--- src/rtl/i2c_tgt_pkg.sv ---
// Shared types and constants for the I2C target register block.
//   state_e        : protocol FSM states
//   I2C_ACK/NACK   : SDA level of the acknowledge bit
//   BIT_CNT_W      : width of the per-byte bit counter (counts 0..8)
package i2c_tgt_pkg;

  typedef enum logic [3:0] {
    ST_IDLE,
    ST_ADDR,
    ST_ADDR_ACK,
    ST_SUB,
    ST_SUB_ACK,
    ST_WR,
    ST_WR_ACK,
    ST_RD,
    ST_RD_ACK,
    ST_WAIT
  } state_e;

  localparam logic I2C_ACK  = 1'b0;
  localparam logic I2C_NACK = 1'b1;

  localparam int unsigned            BIT_CNT_W     = 4;
  localparam logic [BIT_CNT_W-1:0]   BITS_PER_BYTE = BIT_CNT_W'(8);

endpackage

--- src/rtl/i2c_tgt_filt.sv ---
// SCL/SDA front end: 2-FF synchronizer, glitch filter and bus event detect.
// Ports:
//   clk, rst_n        : system clock, async active-low reset
//   scl_i, sda_i      : raw (asynchronous) bus levels
//   sda_lvl           : filtered SDA level
//   scl_rise/scl_fall : one-cycle pulses on filtered SCL edges
//   start_det         : SDA fell while SCL high
//   stop_det          : SDA rose while SCL high
module i2c_tgt_filt #(
  parameter int unsigned FILT = 3
) (
  input  logic clk,
  input  logic rst_n,
  input  logic scl_i,
  input  logic sda_i,
  output logic sda_lvl,
  output logic scl_rise,
  output logic scl_fall,
  output logic start_det,
  output logic stop_det
);

  localparam int unsigned          CNT_W   = (FILT > 1) ? $clog2(FILT) : 1;
  localparam logic [CNT_W-1:0]     CNT_MAX = CNT_W'(FILT - 1);

  // Index 0 carries SCL, index 1 carries SDA.
  logic [1:0]       meta_q, sync_q, lvl_q, lvl_d;
  logic [CNT_W-1:0] cnt_q [2];
  logic [CNT_W-1:0] cnt_d [2];
  logic             scl_rise_q, scl_fall_q, start_q, stop_q;
  logic             scl_rise_d, scl_fall_d, start_d, stop_d;

  // A level is accepted after FILT consecutive samples that differ from it.
  always_comb begin
    for (int i = 0; i < 2; i++) begin
      lvl_d[i] = lvl_q[i];
      cnt_d[i] = '0;
      if (sync_q[i] != lvl_q[i]) begin
        if (cnt_q[i] == CNT_MAX) lvl_d[i] = sync_q[i];
        else                     cnt_d[i] = CNT_W'(cnt_q[i] + 1'b1);
      end
    end
    scl_rise_d = ~lvl_q[0] &  lvl_d[0];
    scl_fall_d =  lvl_q[0] & ~lvl_d[0];
    // SCL must be high both before and after the SDA transition.
    start_d    =  lvl_q[0] & lvl_d[0] &  lvl_q[1] & ~lvl_d[1];
    stop_d     =  lvl_q[0] & lvl_d[0] & ~lvl_q[1] &  lvl_d[1];
  end

  // Idle bus is high on both lines, so reset to 1 to avoid spurious events.
  always_ff @(posedge clk or negedge rst_n) begin
    if (!rst_n) begin
      meta_q     <= 2'b11;
      sync_q     <= 2'b11;
      lvl_q      <= 2'b11;
      cnt_q[0]   <= '0;
      cnt_q[1]   <= '0;
      scl_rise_q <= 1'b0;
      scl_fall_q <= 1'b0;
      start_q    <= 1'b0;
      stop_q     <= 1'b0;
    end else begin
      meta_q     <= {sda_i, scl_i};
      sync_q     <= meta_q;
      lvl_q      <= lvl_d;
      cnt_q[0]   <= cnt_d[0];
      cnt_q[1]   <= cnt_d[1];
      scl_rise_q <= scl_rise_d;
      scl_fall_q <= scl_fall_d;
      start_q    <= start_d;
      stop_q     <= stop_d;
    end
  end

  assign sda_lvl   = lvl_q[1];
  assign scl_rise  = scl_rise_q;
  assign scl_fall  = scl_fall_q;
  assign start_det = start_q;
  assign stop_det  = stop_q;

endmodule

--- src/rtl/i2c_tgt_regs.sv ---
// I2C target with a byte-addressed register file and host-side access port.
// Ports:
//   clk, rst_n          : system clock, async active-low reset
//   scl_i, sda_i        : bus levels (asynchronous)
//   sda_oe              : 1 pulls SDA low, 0 releases it
//   host_we/addr/wdata  : local write port
//   host_rdata          : registered mem[host_addr]
//   busy                : high from START to STOP
//   wr_pulse            : one-cycle pulse per byte written over I2C
module i2c_tgt_regs
  import i2c_tgt_pkg::*;
#(
  parameter logic [6:0]  SLV_ADDR = 7'h50,
  parameter int unsigned DEPTH    = 16,
  parameter int unsigned FILT     = 3
) (
  input  logic                     clk,
  input  logic                     rst_n,
  input  logic                     scl_i,
  input  logic                     sda_i,
  output logic                     sda_oe,
  input  logic                     host_we,
  input  logic [$clog2(DEPTH)-1:0] host_addr,
  input  logic [7:0]               host_wdata,
  output logic [7:0]               host_rdata,
  output logic                     busy,
  output logic                     wr_pulse
);

  localparam int unsigned PTR_W = $clog2(DEPTH);

  logic sda_lvl, scl_rise, scl_fall, start_det, stop_det;

  i2c_tgt_filt #(.FILT(FILT)) u_filt (
    .clk       (clk),
    .rst_n     (rst_n),
    .scl_i     (scl_i),
    .sda_i     (sda_i),
    .sda_lvl   (sda_lvl),
    .scl_rise  (scl_rise),
    .scl_fall  (scl_fall),
    .start_det (start_det),
    .stop_det  (stop_det)
  );

  state_e               state_q, state_d;
  logic [BIT_CNT_W-1:0] bit_cnt_q, bit_cnt_d;
  logic [7:0]           shift_q, shift_d;
  logic [PTR_W-1:0]     ptr_q, ptr_d, ptr_inc;
  logic                 sda_oe_q, sda_oe_d;
  logic                 busy_q, busy_d;
  logic                 wr_pulse_q, wr_pulse_d;
  logic                 rw_q, rw_d;
  logic                 ack_q, ack_d;
  logic [7:0]           host_rdata_q;
  logic [7:0]           mem_q [DEPTH];
  logic [7:0]           mem_d [DEPTH];
  logic                 i2c_we;
  logic [7:0]           rd_byte;
  logic                 rx_state, rx_full, rx_done;

  assign ptr_inc  = PTR_W'(ptr_q + 1'b1);
  assign rd_byte  = mem_q[ptr_q];
  assign rx_state = (state_q == ST_ADDR) || (state_q == ST_SUB) || (state_q == ST_WR);
  assign rx_full  = (bit_cnt_q == BITS_PER_BYTE);
  assign rx_done  = scl_fall && rx_full;

  // Protocol FSM: bits shift in on SCL rise, all SDA drive changes follow SCL fall.
  always_comb begin
    state_d    = state_q;
    bit_cnt_d  = bit_cnt_q;
    shift_d    = shift_q;
    ptr_d      = ptr_q;
    sda_oe_d   = sda_oe_q;
    busy_d     = busy_q;
    wr_pulse_d = 1'b0;
    rw_d       = rw_q;
    ack_d      = ack_q;
    i2c_we     = 1'b0;

    if (stop_det) begin
      state_d  = ST_IDLE;
      sda_oe_d = 1'b0;
      busy_d   = 1'b0;
    end else if (start_det) begin
      state_d   = ST_ADDR;
      bit_cnt_d = '0;
      sda_oe_d  = 1'b0;
      busy_d    = 1'b1;
    end else begin
      if (rx_state && scl_rise && !rx_full) begin
        shift_d   = {shift_q[6:0], sda_lvl};
        bit_cnt_d = BIT_CNT_W'(bit_cnt_q + 1'b1);
      end

      case (state_q)
        ST_ADDR: begin
          if (rx_done) begin
            bit_cnt_d = '0;
            if (shift_q[7:1] == SLV_ADDR) begin
              state_d  = ST_ADDR_ACK;
              rw_d     = shift_q[0];
              sda_oe_d = 1'b1;
            end else begin
              state_d = ST_WAIT;
            end
          end
        end
        ST_ADDR_ACK: begin
          if (scl_fall) begin
            sda_oe_d  = 1'b0;
            bit_cnt_d = '0;
            if (rw_q) begin
              state_d  = ST_RD;
              shift_d  = rd_byte;
              sda_oe_d = ~rd_byte[7];
              ptr_d    = ptr_inc;
            end else begin
              state_d = ST_SUB;
            end
          end
        end
        ST_SUB: begin
          if (rx_done) begin
            bit_cnt_d = '0;
            ptr_d     = shift_q[PTR_W-1:0];
            sda_oe_d  = 1'b1;
            state_d   = ST_SUB_ACK;
          end
        end
        ST_SUB_ACK, ST_WR_ACK: begin
          if (scl_fall) begin
            sda_oe_d  = 1'b0;
            bit_cnt_d = '0;
            state_d   = ST_WR;
          end
        end
        ST_WR: begin
          if (rx_done) begin
            bit_cnt_d  = '0;
            i2c_we     = 1'b1;
            wr_pulse_d = 1'b1;
            ptr_d      = ptr_inc;
            sda_oe_d   = 1'b1;
            state_d    = ST_WR_ACK;
          end
        end
        ST_RD: begin
          // Bit 7 is already on the bus at load; each fall presents the next bit.
          if (scl_fall) begin
            if (bit_cnt_q == BIT_CNT_W'(7)) begin
              sda_oe_d  = 1'b0;
              bit_cnt_d = '0;
              state_d   = ST_RD_ACK;
            end else begin
              shift_d   = {shift_q[6:0], 1'b0};
              sda_oe_d  = ~shift_q[6];
              bit_cnt_d = BIT_CNT_W'(bit_cnt_q + 1'b1);
            end
          end
        end
        ST_RD_ACK: begin
          if (scl_rise) ack_d = sda_lvl;
          if (scl_fall) begin
            if (ack_q == I2C_ACK) begin
              state_d   = ST_RD;
              shift_d   = rd_byte;
              sda_oe_d  = ~rd_byte[7];
              ptr_d     = ptr_inc;
              bit_cnt_d = '0;
            end else begin
              state_d = ST_WAIT;
            end
          end
        end
        default: ;
      endcase
    end
  end

  // Register file update; the I2C write is applied last so it wins on a collision.
  always_comb begin
    mem_d = mem_q;
    if (host_we) mem_d[host_addr] = host_wdata;
    if (i2c_we)  mem_d[ptr_q]     = shift_q;
  end

  always_ff @(posedge clk or negedge rst_n) begin
    if (!rst_n) begin
      state_q      <= ST_IDLE;
      bit_cnt_q    <= '0;
      shift_q      <= '0;
      ptr_q        <= '0;
      sda_oe_q     <= 1'b0;
      busy_q       <= 1'b0;
      wr_pulse_q   <= 1'b0;
      rw_q         <= 1'b0;
      ack_q        <= I2C_NACK;
      host_rdata_q <= '0;
      for (int i = 0; i < DEPTH; i++) mem_q[i] <= '0;
    end else begin
      state_q      <= state_d;
      bit_cnt_q    <= bit_cnt_d;
      shift_q      <= shift_d;
      ptr_q        <= ptr_d;
      sda_oe_q     <= sda_oe_d;
      busy_q       <= busy_d;
      wr_pulse_q   <= wr_pulse_d;
      rw_q         <= rw_d;
      ack_q        <= ack_d;
      host_rdata_q <= mem_q[host_addr];
      for (int i = 0; i < DEPTH; i++) mem_q[i] <= mem_d[i];
    end
  end

  assign sda_oe     = sda_oe_q;
  assign busy       = busy_q;
  assign wr_pulse   = wr_pulse_q;
  assign host_rdata = host_rdata_q;

endmodule

--- config.mk ---
export PLATFORM = sky130hd
export DESIGN_NAME = i2c_tgt_regs
export DESIGN_NICKNAME = d
export VERILOG_FILES = /design/src/rtl/i2c_tgt_pkg.sv /design/src/rtl/i2c_tgt_filt.sv /design/src/rtl/i2c_tgt_regs.sv
export SDC_FILE = /design/constraint.sdc
export NUM_CORES = 1
export LEC_CHECK = 0
export CAP_MARGIN = 10
export CORE_ASPECT_RATIO = 1.4
export CORE_MARGIN = 2
export CORE_UTILIZATION = 55
export CTS_CLUSTER_DIAMETER = 40
export DETAILED_ROUTE_END_ITERATION = 6
export GPL_TIMING_DRIVEN = 1
export PLACE_DENSITY = 0.72
export SYNTH_ARGS = -nofsm -noshare
export SYNTH_HDL_FRONTEND = slang
export SYNTH_SLANG_ARGS = --single-unit
--- constraint.sdc ---
create_clock -name clk -period 5.9 [get_ports clk]
set_clock_uncertainty 0.05 [all_clocks]
set_input_delay 1.18 -clock clk [delete_from_list [all_inputs] [get_ports clk]]
set_output_delay 1.18 -clock clk [all_outputs]
set_load 0.05 [all_outputs]
Word-level counts from Yosys, hierarchy flattened
Index checks and enable logic that the tools add are counted.

storage, ports and cells
  flip-flop bits (word level) = 175
  bits in latches = 0
  memory bits (writable) = 0
  ROM bits = 0
  input bits = 17
  word-level logic and storage cells = 193
  memories = 0

cells by class
  $add $sub $neg = 4
  $mul = 0
  div/mod/pow operators = 0
  order comparisons = 4
  equal/unequal tests = 32
  shift-type cells = 0
  multiplexer cells = 79
  bitwise gates (word level) = 17
  reduce and logical (&&, ||, !) cells = 22

operators by type and width
  cell                                                        count
  bitwise mux 128 bit                                         2
  2-to-1 mux 128 bit                                          2
  2-to-1 mux 4 bit                                            26
  2-to-1 mux 8 bit                                            13
  binary-select mux 8 bit (select 4 bit)                      2
  demux 8 bit (select 4 bit)                                  2
  case mux 4 bit (4 select lines)                             2
  case mux 4 bit (7 select lines)                             1
  AND reduction 9 bit                                         3
  != test 4 x 1 -> 1 bit, second input constant               6
  case mux 8 bit (3 select lines)                             1
  2-to-1 mux 1 bit                                            22
  equality test 4 x 3 -> 1 bit, second input constant         5
  != test 4 x 2 -> 1 bit, second input constant               5
  greater-or-equal comparator 5 bit, second input constant    2
  less-than comparator 5 x 1 -> 1 bit, second input constant  2
  NOT 4 -> 5 bit                                              2
  nonzero test 9 bit                                          1
  adder 4 x 1 -> 4 bit, second input constant                 2
  equality test 4 x 2 -> 1 bit, second input constant         2
  equality test 4 bit, second input constant                  2
  2-to-1 mux 2 bit                                            4
  != test 2 bit, second input constant                        4
  NOT 1 bit                                                   8
  other kinds (20)                                            37

Logic depth before layout (Yosys ltp)
  depth after elaboration = 10
  mapped depth = 10
  depth with buffers taken out = 7

Cells and area by module
From an unflattened synthesis, not the netlist that was laid out.

unflattened totals
  cells, all modules = 1,006
  area, all modules = 10,761.6 sq um

by module, submodules not included
  module        instances  cells each  area an instance (sq um)  seq. area each (sq um)
  i2c_tgt_regs  1          976         10,278.6                  4,030.1
  i2c_tgt_filt  1          30          483.0                     357.8

Least setup slack after synthesis
No wires, ideal clock.

  path type = input to register
  start = input host_addr[0]
  end = register host_rdata_q[0] (netlist: host_rdata[0])
  library setup time = 138 ps
  data arrival time = 2,586 ps
  data required time = 5,712 ps
  slack = 3,125 ps
  stages on the path = 4
  path buffers = 2
  cells stage by stage = buf_2 buf_2 mux4_2 mux4_2

between the ends
  cells in the longest elaborated chain, start to end = 4

ends and longest elaborated chain
  what                                                 RTL line             text
  from (decl)                                          i2c_tgt_regs.sv:23   input logic [$clog2(DEPTH)-1:0] host_addr,
  NOT 4 -> 5 bit (implied by the code)                 i2c_tgt_regs.sv:211  host_rdata_q <= mem_q[host_addr];
  binary-select mux 8 bit (select 4 bit)               i2c_tgt_regs.sv:211
  2-to-1 mux 8 bit (implied by the code) (2 in a row)  i2c_tgt_regs.sv:211
  to (signal assigned)                                 i2c_tgt_regs.sv:211
  to (decl)                                            i2c_tgt_regs.sv:55   logic [7:0] host_rdata_q;

No other way between the ends. The select of a mux whose other input is x is not followed.
A chain may end at the register's enable or synchronous reset.

==> impl_summary.md <==
Pwr
The share of total power dissipated in combinational logic is 0.234. The switching portion of total power is 0.322. The total power density per cell area is roughly 320 nW/um^2. VDD sags by at most about 240 uV. The analysis attributes to net switching a power of approximately 0.0012 W. The leakage power of the design is about 4.3 nW. The internal power is between 0.002 and 0.0025 W.

The share of total power in the clock network is 0.300. The sequential group share of total power is 0.466.

Yosys
In the synthesized netlist the async set-or-reset flop fraction comes to 1.00. The netlist uses between 50 and 60 different library cells. By count the netlist is led by sky130_fd_sc_hd__dfrtp_1 (168), sky130_fd_sc_hd__nand2_1 (143), sky130_fd_sc_hd__mux2i_1 (130). The most common cell in the netlist is sky130_fd_sc_hd__dfrtp_1.

The synthesized area per cell is roughly 11 sq um. The post-synthesis instance area is between 10000 and 15000 sq um. For this run, the register share of the synthesized area comes to 0.400.

The total of warnings raised by yosys is 0. The biggest area contributor in the post-synthesis netlist is sky130_fd_sc_hd__dfrtp_1. The net count of the mapped netlist is 998. The synthesized instance count is slightly below 1000. Of the post-synthesis cell area, the dominant cell type holds 0.383. The synthesized design contains around 180 register bits. The number of enable flip-flop cells after synthesis is 0. The most frequently used flop master after synthesis is sky130_fd_sc_hd__dfrtp_1. By area the synthesized netlist is led by sky130_fd_sc_hd__dfrtp_1 (38%), sky130_fd_sc_hd__mux4_2 (15%), sky130_fd_sc_hd__mux2i_1 (12%).

Setup path
The critical path class is in -> reg. In this run the worst path has a maximum fanout of 12. At the worst endpoint, the required time is a little over 6 ns. Walking the worst path, the cells encountered are clkdlybuf4s50_1, nand3_1, nor2_1, mux2i_1, o21ai_1. The worst setup path is captured at a flop. The slowest cell on the critical path is sky130_fd_sc_hd__clkdlybuf4s50_1. The kind of start point of the critical path is an input port. The data arrival time at the worst-slack endpoint is ~3.7 ns.

In this design, the stage delay of the slowest critical-path cell is about 0.94 ns.

GRT
The number of global-route vias before repair is ~7700. The global-route wire length before repair is 44100 um. In the global route stage, overall resource usage came out at 0.279.

The pin count of the biggest net entering global routing is 63. The number of antenna violations at the first check in global routing came to 0. The aggregate global routing overflow is 0.

CTS
The maximum buffer depth of the clock tree is 2. The deepest level of the CTS H-tree is 4. The count of buffers added by post-CTS timing repair for setup is 0. Clock-pin slew was measured on the worst setup and hold paths at around 0.07 ns.

The clock tree from TritonCTS is yes. Clock tree synthesis found a total of around 180 sinks. Post-CTS repair changed the size of 0 cells. The CTS root buffer is sky130_fd_sc_hd__clkbuf_16. The insertion delay of the later-clocked pin in the worst-skew pair is 0.45 ns.

The CTS buffer count is 17. After clock tree synthesis, the flow added hold-fix buffers numbering 0.

Timing
The count of final hold-check violations is 0. The worst-case setup margin in the final layout is roughly 2.5 ns. The total of endpoints with negative setup slack in the final report is 0.

The relative slew slack is 0.239. The share of the clock period used by the worst path is 0.584. The sum of negative setup slack is 0 ns. The actual transition at the worst max-transition pin is 1.14 ns. The post-route minimum period is 3.45 ns. The final max-slew violation count was 0. The peak clock frequency supported by timing is a little under 300 MHz. Setup repair after global routing left no endpoint under its margin.

Cells and area
0 antenna diodes ended up in the layout. The number of nets at the end of the flow is between 900 and 1000. Of the cells placed in the final design, the portion with a size suffix greater than 1 is 0.213. Compared with the post-synthesis result, the final layout area differs by 4.05%. The fill cell total of the finished layout is roughly 1600.

Floorplan
The horizontal die dimension is about 120 um. The initial utilization of the core area, before any placement, comes to 0.558. 28 I/O pins were placed. The die is between 150 and 200 um tall. The number of rows in the core area is 61. The total area inside the core boundary comes to around 20000 sq um. The die area is between 20000 and 25000 sq um.

Drt
After detailed routing, the average wire length per cell comes to around 23 um. The first detailed-routing pass ran for 6 iterations. The routed layout has about 7600 vias. The wire length reported by the detailed router is roughly 28000 um.

The number of nets with antenna violations after detailed routing is 0. Using the TritonRoute via totals, the vias-per-cell ratio works out to between 6 and 7. The DRC violation count after routing is 0. The detailed router finished its first iteration with 677 violations.

Placement
The worst slack after detailed placement is between 2 and 2.5 ns. The number of input and output port buffers inserted is 27. The congestion estimate from routability-driven global placement came to between 0.8 and 0.9. The HPWL after detailed placement is around 19000 um.

Job
Max-cap violations in this run came to 0.

Run status
The flow ran to the end, and the final reports show no timing, DRC or antenna violations.

Worst hold path
In this run the worst hold path is classified as reg -> reg.
-- final cells by class --
cell class	count	area (sq um)	area share
Tap cell	252	315	0.0276
Multi-Input combinational cell	693	5830	0.510
Inverter	9	33.8	0.00296
Clock inverter	13	106	0.00931
Sequential cell	175	4390	0.384
Clock buffer	19	443	0.0388
Timing Repair Buffer	33	307	0.0268
-- metrics by stage --
step / power (W) / utilization / area, sq um / cells / hold WS [ns]
2_1_floorplan: 0.00228 / - / 11000 / 975 / 0.295
3_3_place_gp: 0.00251 / 0.552 / 10900 / 1162 / 0.297
3_5_place_dp: 0.00254 / 0.552 / 10900 / 1162 / 0.297
4_1_cts: 0.00362 / 0.580 / 11400 / 1194 / 0.307
5_1_grt: 0.00377 / 0.580 / 11400 / 1194 / 0.311
6_report: 0.00361 / 0.580 / 11400 / 1194 / 0.306
-- cells by family after synthesis --
family          Yosys count  synth area share
mux                     208             0.272
compound gates          214             0.139
buf+inv                 107            0.0694
xor+xnor                  1          0.000798
simple gates            264             0.112
fa+ha+maj                 6           0.00684
flops                   175             0.400
-- cell usage in the layout, fill, tap and decap left out, types with 9 or more instances in the layout --
cell type	count
sky130_fd_sc_hd__dfrtp_1	167
sky130_fd_sc_hd__nand2_1	143
sky130_fd_sc_hd__mux2i_1	130
sky130_fd_sc_hd__o21ai_2	72
sky130_fd_sc_hd__mux4_2	72
sky130_fd_sc_hd__o21ai_1	69
sky130_fd_sc_hd__nor2_1	34
sky130_fd_sc_hd__clkdlybuf4s50_1	24
sky130_fd_sc_hd__and3_1	19
sky130_fd_sc_hd__clkbuf_16	17
sky130_fd_sc_hd__a22o_1	15
sky130_fd_sc_hd__nand2b_1	11
sky130_fd_sc_hd__inv_1	9
sky130_fd_sc_hd__nor2b_1	9
sky130_fd_sc_hd__a32oi_1	9
-- power groups by stage --
stage / Sequential, W / Clock [W] / Combinational (W)
after floorplan: 0.00167 / 0 / 0.000605
after global placement: 0.00169 / 0 / 0.000818
after detailed placement: 0.00170 / 0 / 0.000844
after CTS: 0.00168 / 0.00109 / 0.000845
after global routing: 0.00172 / 0.00115 / 0.000912
final: 0.00168 / 0.00109 / 0.000844
-- layer usage --
layer  vias to the layer above  global-route usage  share of wire
li1                       3505                   -              -
met1                      3776               0.360           0.39
met2                       276               0.474           0.53
met3                        73              0.0358          0.051
met4                         0               0.116          0.033
met5                         -                   0              0
-- state kept, by name, indices dropped and copies added, names as in the netlist, 4 cells and up --
| register | flops |
|---|---|
| mem_q | 128 |
| host_rdata | 8 |
| shift_q | 8 |
| bit_cnt_q | 4 |
| ptr_q | 4 |
| state_q | 4 |
| u_filt.cnt_q | 4 |
-- worst paths after layout --
check	start	endpoint	slack, ns	cells past startpoint
setup / recovery	host_addr[2]	mem_q[5]$_DFF_PN0_	2.45	5
hold reg to reg	u_filt.meta_q[1]$_DFF_PN1_	u_filt.sync_q[1]$_DFF_PN1_	0.31	0
setup reg to reg	bit_cnt_q[0]$_DFFE_PN0N_	mem_q[91]$_DFF_PN0_	2.88	7
min in group asynchronous	rst_n	ptr_q[0]$_DFFE_PN0P_	0.67	1
hold / removal	u_filt.meta_q[1]$_DFF_PN1_	u_filt.sync_q[1]$_DFF_PN1_	0.31	0
max in group asynchronous	rst_n	mem_q[73]$_DFF_PN0_	3.95	2
-- worst max-delay path, delay by kind of cell --
kind	cells	cell delay, ns
AO/OA/AOI/OAI	1	0.08
multiplexers	1	0.31
buffers and inverters	1	0.94
AND/OR/NAND/NOR	2	1.18
(Power assumes the default switching activity.)
